$ cat src/rtl/twos_complement_serial.sv
// Digit-serial two's-complement sign unit: pass, negate, abs and -|x|.
// The operand is walked LSB first, DIGIT bits per cycle, with a single carry
// flop; a valid/ready pair on each side lets it sit between pipeline stages.
module twos_complement_serial #(
    parameter int WIDTH = 8,
    parameter int DIGIT = 2
) (
    input  logic             clk,
    input  logic             rst,
    input  logic             in_valid,
    output logic             in_ready,
    input  logic [WIDTH-1:0] in_data,
    input  logic [1:0]       in_mode,
    output logic             out_valid,
    input  logic             out_ready,
    output logic [WIDTH-1:0] out_data,
    output logic             out_neg,
    output logic             out_ovf
);

    localparam int N  = WIDTH / DIGIT;
    localparam int CW = (N > 1) ? $clog2(N) : 1;
    localparam logic [CW-1:0]    LAST_DIGIT = CW'(N - 1);
    localparam logic [WIDTH-1:0] MOST_NEG   = {1'b1, {(WIDTH-1){1'b0}}};

    // Refuse to build with a digit size that does not tile the operand.
    generate
        if (WIDTH < 2 || DIGIT < 1 || DIGIT > WIDTH || (WIDTH % DIGIT) != 0) begin : g_bad_params
            $error("twos_complement_serial: DIGIT must divide WIDTH and WIDTH must be >= 2");
        end
    endgenerate

    typedef enum logic [1:0] {
        IDLE = 2'd0,
        BUSY = 2'd1,
        DONE = 2'd2
    } state_t;

    state_t            state_q, state_d;
    logic [CW-1:0]     cnt_q, cnt_d;
    logic              carry_q, carry_d;
    logic              neg_q, neg_d;
    logic              ovf_q, ovf_d;
    logic [WIDTH-1:0]  op_q, op_d;
    logic [WIDTH-1:0]  res_q, res_d;

    // One digit of conditional invert-and-increment: ~x + 1 spread over N cycles,
    // with the +1 injected as the initial carry.
    logic [DIGIT-1:0]  digit_x;
    logic [DIGIT:0]    digit_sum;
    logic [WIDTH-1:0]  res_shift;
    logic [WIDTH-1:0]  op_shift;

    assign digit_x   = op_q[DIGIT-1:0] ^ {DIGIT{neg_q}};
    assign digit_sum = {1'b0, digit_x} + {{DIGIT{1'b0}}, carry_q};

    // New result digits enter at the MSB end so that after N shifts the first
    // (least significant) digit has reached bit 0.
    generate
        if (DIGIT == WIDTH) begin : g_single_digit
            assign res_shift = digit_sum[DIGIT-1:0];
            assign op_shift  = '0;
        end else begin : g_multi_digit
            assign res_shift = {digit_sum[DIGIT-1:0], res_q[WIDTH-1:DIGIT]};
            assign op_shift  = {{DIGIT{1'b0}}, op_q[WIDTH-1:DIGIT]};
        end
    endgenerate

    // Handshake signals are pure state decodes; everything else is registered.
    assign in_ready  = (state_q == IDLE);
    assign out_valid = (state_q == DONE);
    assign out_data  = res_q;
    assign out_neg   = neg_q;
    assign out_ovf   = ovf_q;

    // State and datapath registers; reset abandons any transaction in flight.
    always_ff @(posedge clk) begin
        if (rst) begin
            state_q <= IDLE;
            cnt_q   <= '0;
            carry_q <= 1'b0;
            neg_q   <= 1'b0;
            ovf_q   <= 1'b0;
            op_q    <= '0;
            res_q   <= '0;
        end else begin
            state_q <= state_d;
            cnt_q   <= cnt_d;
            carry_q <= carry_d;
            neg_q   <= neg_d;
            ovf_q   <= ovf_d;
            op_q    <= op_d;
            res_q   <= res_d;
        end
    end

    // Next-state logic: accept in IDLE, crunch N digits in BUSY, hold in DONE.
    always_comb begin
        state_d = state_q;
        cnt_d   = cnt_q;
        carry_d = carry_q;
        neg_d   = neg_q;
        ovf_d   = ovf_q;
        op_d    = op_q;
        res_d   = res_q;
        case (state_q)
            IDLE: begin
                if (in_valid) begin
                    case (in_mode)
                        2'b00:   neg_d = 1'b0;
                        2'b01:   neg_d = 1'b1;
                        2'b10:   neg_d = in_data[WIDTH-1];
                        default: neg_d = ~in_data[WIDTH-1];
                    endcase
                    carry_d = neg_d;
                    // Only the most negative value has no positive counterpart.
                    ovf_d   = neg_d && (in_data == MOST_NEG);
                    cnt_d   = '0;
                    op_d    = in_data;
                    state_d = BUSY;
                end
            end
            BUSY: begin
                res_d   = res_shift;
                op_d    = op_shift;
                carry_d = digit_sum[DIGIT];
                cnt_d   = cnt_q + 1'b1;
                if (cnt_q == LAST_DIGIT) begin
                    state_d = DONE;
                end
            end
            DONE: begin
                if (out_ready) begin
                    state_d = IDLE;
                end
            end
            default: begin
                state_d = IDLE;
            end
        endcase
    end

endmodule

$ cat config.mk
export PLATFORM = sky130hd
export DESIGN_NAME = twos_complement_serial
export DESIGN_NICKNAME = d
export VERILOG_FILES = /design/src/rtl/twos_complement_serial.sv
export SDC_FILE = /design/constraint.sdc
export NUM_CORES = 1
export LEC_CHECK = 0
export ABC_AREA = 1
export ABC_CLOCK_PERIOD_IN_PS = 1850
export CELL_PAD_IN_SITES_DETAIL_PLACEMENT = 2
export CELL_PAD_IN_SITES_GLOBAL_PLACEMENT = 2
export CORE_ASPECT_RATIO = 1.75
export CORE_UTILIZATION = 27
export CTS_BUF_LIST = sky130_fd_sc_hd__clkbuf_8
export CTS_CLUSTER_SIZE = 30
export DETAILED_ROUTE_END_ITERATION = 7
export GPL_ROUTABILITY_DRIVEN = 0
export PLACE_DENSITY = 0.91
export SYNTH_ARGS = -nofsm -noshare
export SYNTH_HDL_FRONTEND = slang
export SYNTH_SLANG_ARGS = --single-unit
$ cat constraint.sdc
create_clock -name clk -period 1.85 [get_ports clk]
set_clock_uncertainty 0.1 [all_clocks]
set_input_delay 0.37 -clock clk [delete_from_list [all_inputs] [get_ports clk]]
set_output_delay 0.37 -clock clk [all_outputs]
set_load 0.05 [all_outputs]
== After elaboration in Yosys (flattened, before gate mapping) ==
Cells that the tools add are included.

* Register bits after elaboration: 23
* Bits of input ports: 14
* Output and inout bits: 12
* Logic and storage cells: 40

* $add $sub $neg: 2
* Eq/ne operators: 9
* Muxes and demuxes: 13
* Bitwise operators: 2
* Reductions and logical operators: 7

{| class="wikitable"
|+ Operators with widths
! cell !! number
|-
| $pmux W8 S2 || 1
|-
| $eq A8 B8 Y1 const B || 1
|-
| $mux W2 || 4
|-
| $mux W8 || 1
|-
| $eq A2 B2 Y1 const B || 3
|-
| $pmux W2 S3 || 1
|-
| $eq A2 B1 Y1 const B || 2
|-
| $logic_not A2 Y1 || 2
|-
| $ne A2 B2 Y1 const B || 2
|-
| $pmux W2 S2 || 1
|-
| $reduce_and A2 Y1 || 2
|-
| $add A2 B1 Y3 || 1
|-
| $mux W1 || 3
|-
| $pmux W1 S3 || 1
|-
| $reduce_and A3 Y1 || 1
|-
| $add A2 B1 Y2 const B || 1
|-
| $ne A2 B1 Y1 const B || 1
|-
| $pmux W1 S2 || 1
|-
| $reduce_bool A2 Y1 || 1
|-
| $xor A2 B2 Y2 || 1
|-
| $logic_and A1 B1 Y1 || 1
|-
| $not A1 Y1 || 1
|}

== Logic depth before layout (Yosys ltp) ==
* Depth after elaboration: 6
* Gate-level depth with buffers: 8
* Gate-level depth less buffers: 7

== Worst setup path after synthesis ==
Ideal clock, no wire load.

* Path type: reg-to-reg
* Start point: register neg_q, in the netlist out_neg
* End point: register res_q[7], in the netlist out_data[7]
* Setup time: 0.116 ns
* Data arrival time: 1.442 ns
* Data required time: 1.634 ns
* Setup slack: 0.192 ns
* Stages on the path, launching flop included: 6
* Buffers on the path: 0
* Period minus slack after synthesis: 1.658 ns
* Path through: dfxtp_1 xor2_1 ha_1 ha_1 o21ai_0 nor2_1

* Longest elaborated chain between the ends: 2

{| class="wikitable"
|+ RTL lines
! element !! line !! RTL
|-
| start, declared || 42 || <nowiki>logic neg_q, neg_d;</nowiki>
|-
| start signal, assigned || 90 || <nowiki>neg_q <= neg_d;</nowiki>
|-
| $xor A2 B2 Y2 || 54 || <nowiki>assign digit_x = op_q[DIGIT-1:0] ^ {DIGIT{neg_q}};</nowiki>
|-
| $add A2 B1 Y3 || 55 || <nowiki>assign digit_sum = {1'b0, digit_x} + {{DIGIT{1'b0}}, carry_q};</nowiki>
|-
| net digit_sum[1] || 50 || <nowiki>logic [DIGIT:0] digit_sum;</nowiki>
|-
| end signal, assigned || 93 || <nowiki>res_q <= res_d;</nowiki>
|-
| end, declared || 45 || <nowiki>logic [WIDTH-1:0] res_q, res_d;</nowiki>
|}

The timed path passes the listed nets, and every way through them passes these cells.
A chain may end at the register's enable or synchronous reset.

== Worst setup path in the final report ==
* Start point: register state_q[1]
* End point: output out_valid

* Longest elaborated chain between the ends: 1

{| class="wikitable"
|+ RTL lines
! element !! line !! RTL
|-
| start, declared || 39 || <nowiki>state_t state_q, state_d;</nowiki>
|-
| start signal, assigned || 87 || <nowiki>state_q <= state_d;</nowiki>
|-
| $eq A2 B2 Y1 || 71 || <nowiki>assign out_valid = (state_q == DONE);</nowiki>
|-
| end, declared || 14 || <nowiki>output logic out_valid,</nowiki>
|}

Every way passes these cells.

==> out/qor.csv <==
metric,value,unit
coreArea,3590,um^2
buffer_ports.inserted,25,
setup.worst_path.end_class,output port,
cts_hold_buf,0,
synth-warning-count,0,
min_path_type,flip-flop to flip-flop,
outcome,completed,
top_level_ports,26,
grt_setup_unrepaired,no,
final_setup_fails,0,
nets,188,
number_of_antenna_violations_at_the_first_check_in_global_routing,0,
overall_die_area,4020,um^2
total_clock_buffers_created_by_cts,3,
first_global_vias,1150,
ys_seq_elements,23,
worst_skew_pair.late_latency,0.26,ns
antenna-diode-count,0,
die_width,48.3,um
vias,1031,
synthesis.nets,160,
synth_seq_area_share,45.4,%
syn2layout_area_growth,33.4,%
antenna_left,0,
cp_data_arrival_time,1.12,ns
layout.cell_area.non_filler,1350,um^2
drc_errors,0,
hpwl,2410,um
yosysTopAreaCellShare,45.4,%
drt_wl_total,3050,um
post-cts-setup-buffer-count,0,
layout_worst_path_cycle_share,85.8,%
post_cts_sizing_count,0,
grt_pass1_wl,5380,um
timing.final.max_slew_violations,0,
cts.path.max_buffers,2,
worst_ir_drop_vdd,371,uV
routedWlPerCell,14.1,um
initial_utilization,28.2,%
timing.critical_path.cells,inv_1 -> nor2_1 -> buf_12,
syn-cell-area,1010,um^2
largest_net_degree_at_the_start_of_global_routing,23,
cp-start-kind,flip-flop,
cpMaxStageDelayCell,sky130_fd_sc_hd__dfxtp_1,
cts.clk_slew.worst_paths,0.08,ns
timing.max_slew.rel_slack,80.5,%
gr-usage-all-layers,16.8,%
ys_top_cells_by_area,"sky130_fd_sc_hd__dfxtp_1 45%, sky130_fd_sc_hd__nand2_1 15%, sky130_fd_sc_hd__nor2_1 10%",
floorplan.die.height,83.1,um
rows,29,
worst_slew_pin_slew,0.292,ns
grt-ovfl-total,0,
cellLeakagePower,0.597,nW
final_layout_size_suffix_gt1_share,13.5,%
p_per_area,840,nW/um^2
via_density_per_instance,4.77,
cp_slowest_stage_delay,0.36,ns
critPathRequiredTime,1.38,ns
timing_hold_violations_final,0,
detailed_place.area,1310,um^2
tritoncts_num_sinks,23,
max_freq,630,MHz
first_pass_iters,4,
cts_tree,yes,
post-route-min-period,1.59,ns
yosysUniqueCellTypes,19,
postSynthAreaPerCell,7.10,um^2
max_cap_violations,0,
crit_type,flip-flop to output port,
cts-root-buf,sky130_fd_sc_hd__clkbuf_8,
final.setup.tns,0,ns
yosysTopAreaCell,sky130_fd_sc_hd__dfxtp_1,
clock_tree.htree_level_count,1,
initialDrtViolationCount,15,
syn_inst,143,
fin_worst_hold_slack,0.377,ns
critPathMaxFanout,3,
==> path summary, 6_finish.rpt <==
path | start | endpoint | slack [ns] | cells after the start
worst min register to register | op_q[3] | op_q[3] | 0.38 | 2
worst max-delay path | state_q[1] | out_valid | 0.26 | 3
worst min-delay path | op_q[3] | op_q[3] | 0.38 | 2
worst max register to register | out_neg | out_data[7] | 0.42 | 5
==> cell families (layout without fill, tap and decap cells) <==
kind of cell	count (synthesis)	after routing	synth area share [%]
flip-flops	23	23	45.4
buffers and inverters	13	40	6.29
AO/OA/AOI/OAI	31	31	15.5
adder cells (fa/ha/maj)	3	3	3.70
AND/OR/NAND/NOR	71	71	27.4
XOR/XNOR	2	2	1.73
==> cells in the final DEF, fill, tap and decap left out <==
| cell | instances |
|---|---|
| sky130_fd_sc_hd__clkbuf_8 | 3 |
| sky130_fd_sc_hd__o21a_1 | 1 |
| sky130_fd_sc_hd__inv_1 | 6 |
| sky130_fd_sc_hd__clkdlybuf4s50_1 | 13 |
| sky130_fd_sc_hd__o21ai_0 | 11 |
| sky130_fd_sc_hd__o21ai_1 | 4 |
| sky130_fd_sc_hd__nor2_2 | 1 |
| sky130_fd_sc_hd__ha_1 | 3 |
| sky130_fd_sc_hd__xor2_1 | 2 |
| sky130_fd_sc_hd__inv_2 | 1 |
| sky130_fd_sc_hd__buf_12 | 2 |
| sky130_fd_sc_hd__buf_4 | 13 |
| sky130_fd_sc_hd__nand3_1 | 1 |
| sky130_fd_sc_hd__nand2_4 | 1 |
| sky130_fd_sc_hd__nand2_1 | 40 |
| sky130_fd_sc_hd__dfxtp_1 | 23 |
| sky130_fd_sc_hd__a21oi_1 | 15 |
| sky130_fd_sc_hd__nor2_1 | 28 |
| sky130_fd_sc_hd__clkinv_2 | 2 |
==> through the flow <==
step	setup WS [ns]	utilization, %	total power, mW	std cells
floorplan	0.192	-	0.732	143
global placement	0.265	36.4	0.821	212
detailed placement	0.238	36.4	0.843	212
CTS	0.248	37.7	1.16	216
global route	0.169	37.7	1.20	216
finish	0.262	37.7	1.14	216
==> area by class of cell <==
class                           instances  area, um^2
Multi-Input combinational cell        107         490
Timing Repair Buffer                   28         268
Fill cell                             433        2240
Clock inverter                          1        5.00
Sequential cell                        23         460
Clock buffer                            3        41.3
Tap cell                               46        57.6
Inverter                                8        31.3
==> critical path, delay by kind of cell (launching register included) <==
| family | cells | cell delay (ns) |
|---|---|---|
| buffers and inverters | 2 | 0.27 |
| AND/OR/NAND/NOR | 1 | 0.23 |
| flip-flops | 1 | 0.36 |
==> power breakdown <==
part | leakage, nW | switching [mW] | internal (mW)
Clock | 0.0255 | 0.162 | 0.150
Sequential | 0.189 | 0.0263 | 0.529
Combinational | 0.383 | 0.170 | 0.0989
Total | 0.597 | 0.358 | 0.778
==> state kept, by name, indices dropped and copies added (netlist names) <==
register  cells
op_q          8
out_data      8
cnt_q         2
state_q       2
carry_q       1
out_neg       1
out_ovf       1
==> per-layer routing <==
layer | global-route usage, % | vias to the layer above | part of all wire (%)
met5 | 0 | - | 0
met4 | 4.01 | 0 | 0.53
met3 | 2.01 | 2 | 2.1
met2 | 33.8 | 18 | 58
met1 | 17.8 | 505 | 39
li1 | - | 506 | -
==> synth_stat cells (all sizes together) <==
library cell and instances:
o21ai 15, buf 4, a21oi 15, dfxtp 23, ha 3, clkinv 1, o21a 1, clkbuf 1
nand2 41, nor2 29, inv 7, nand3 1, xor2 2
No activity file was read; power rests on OpenSTA's default activity.
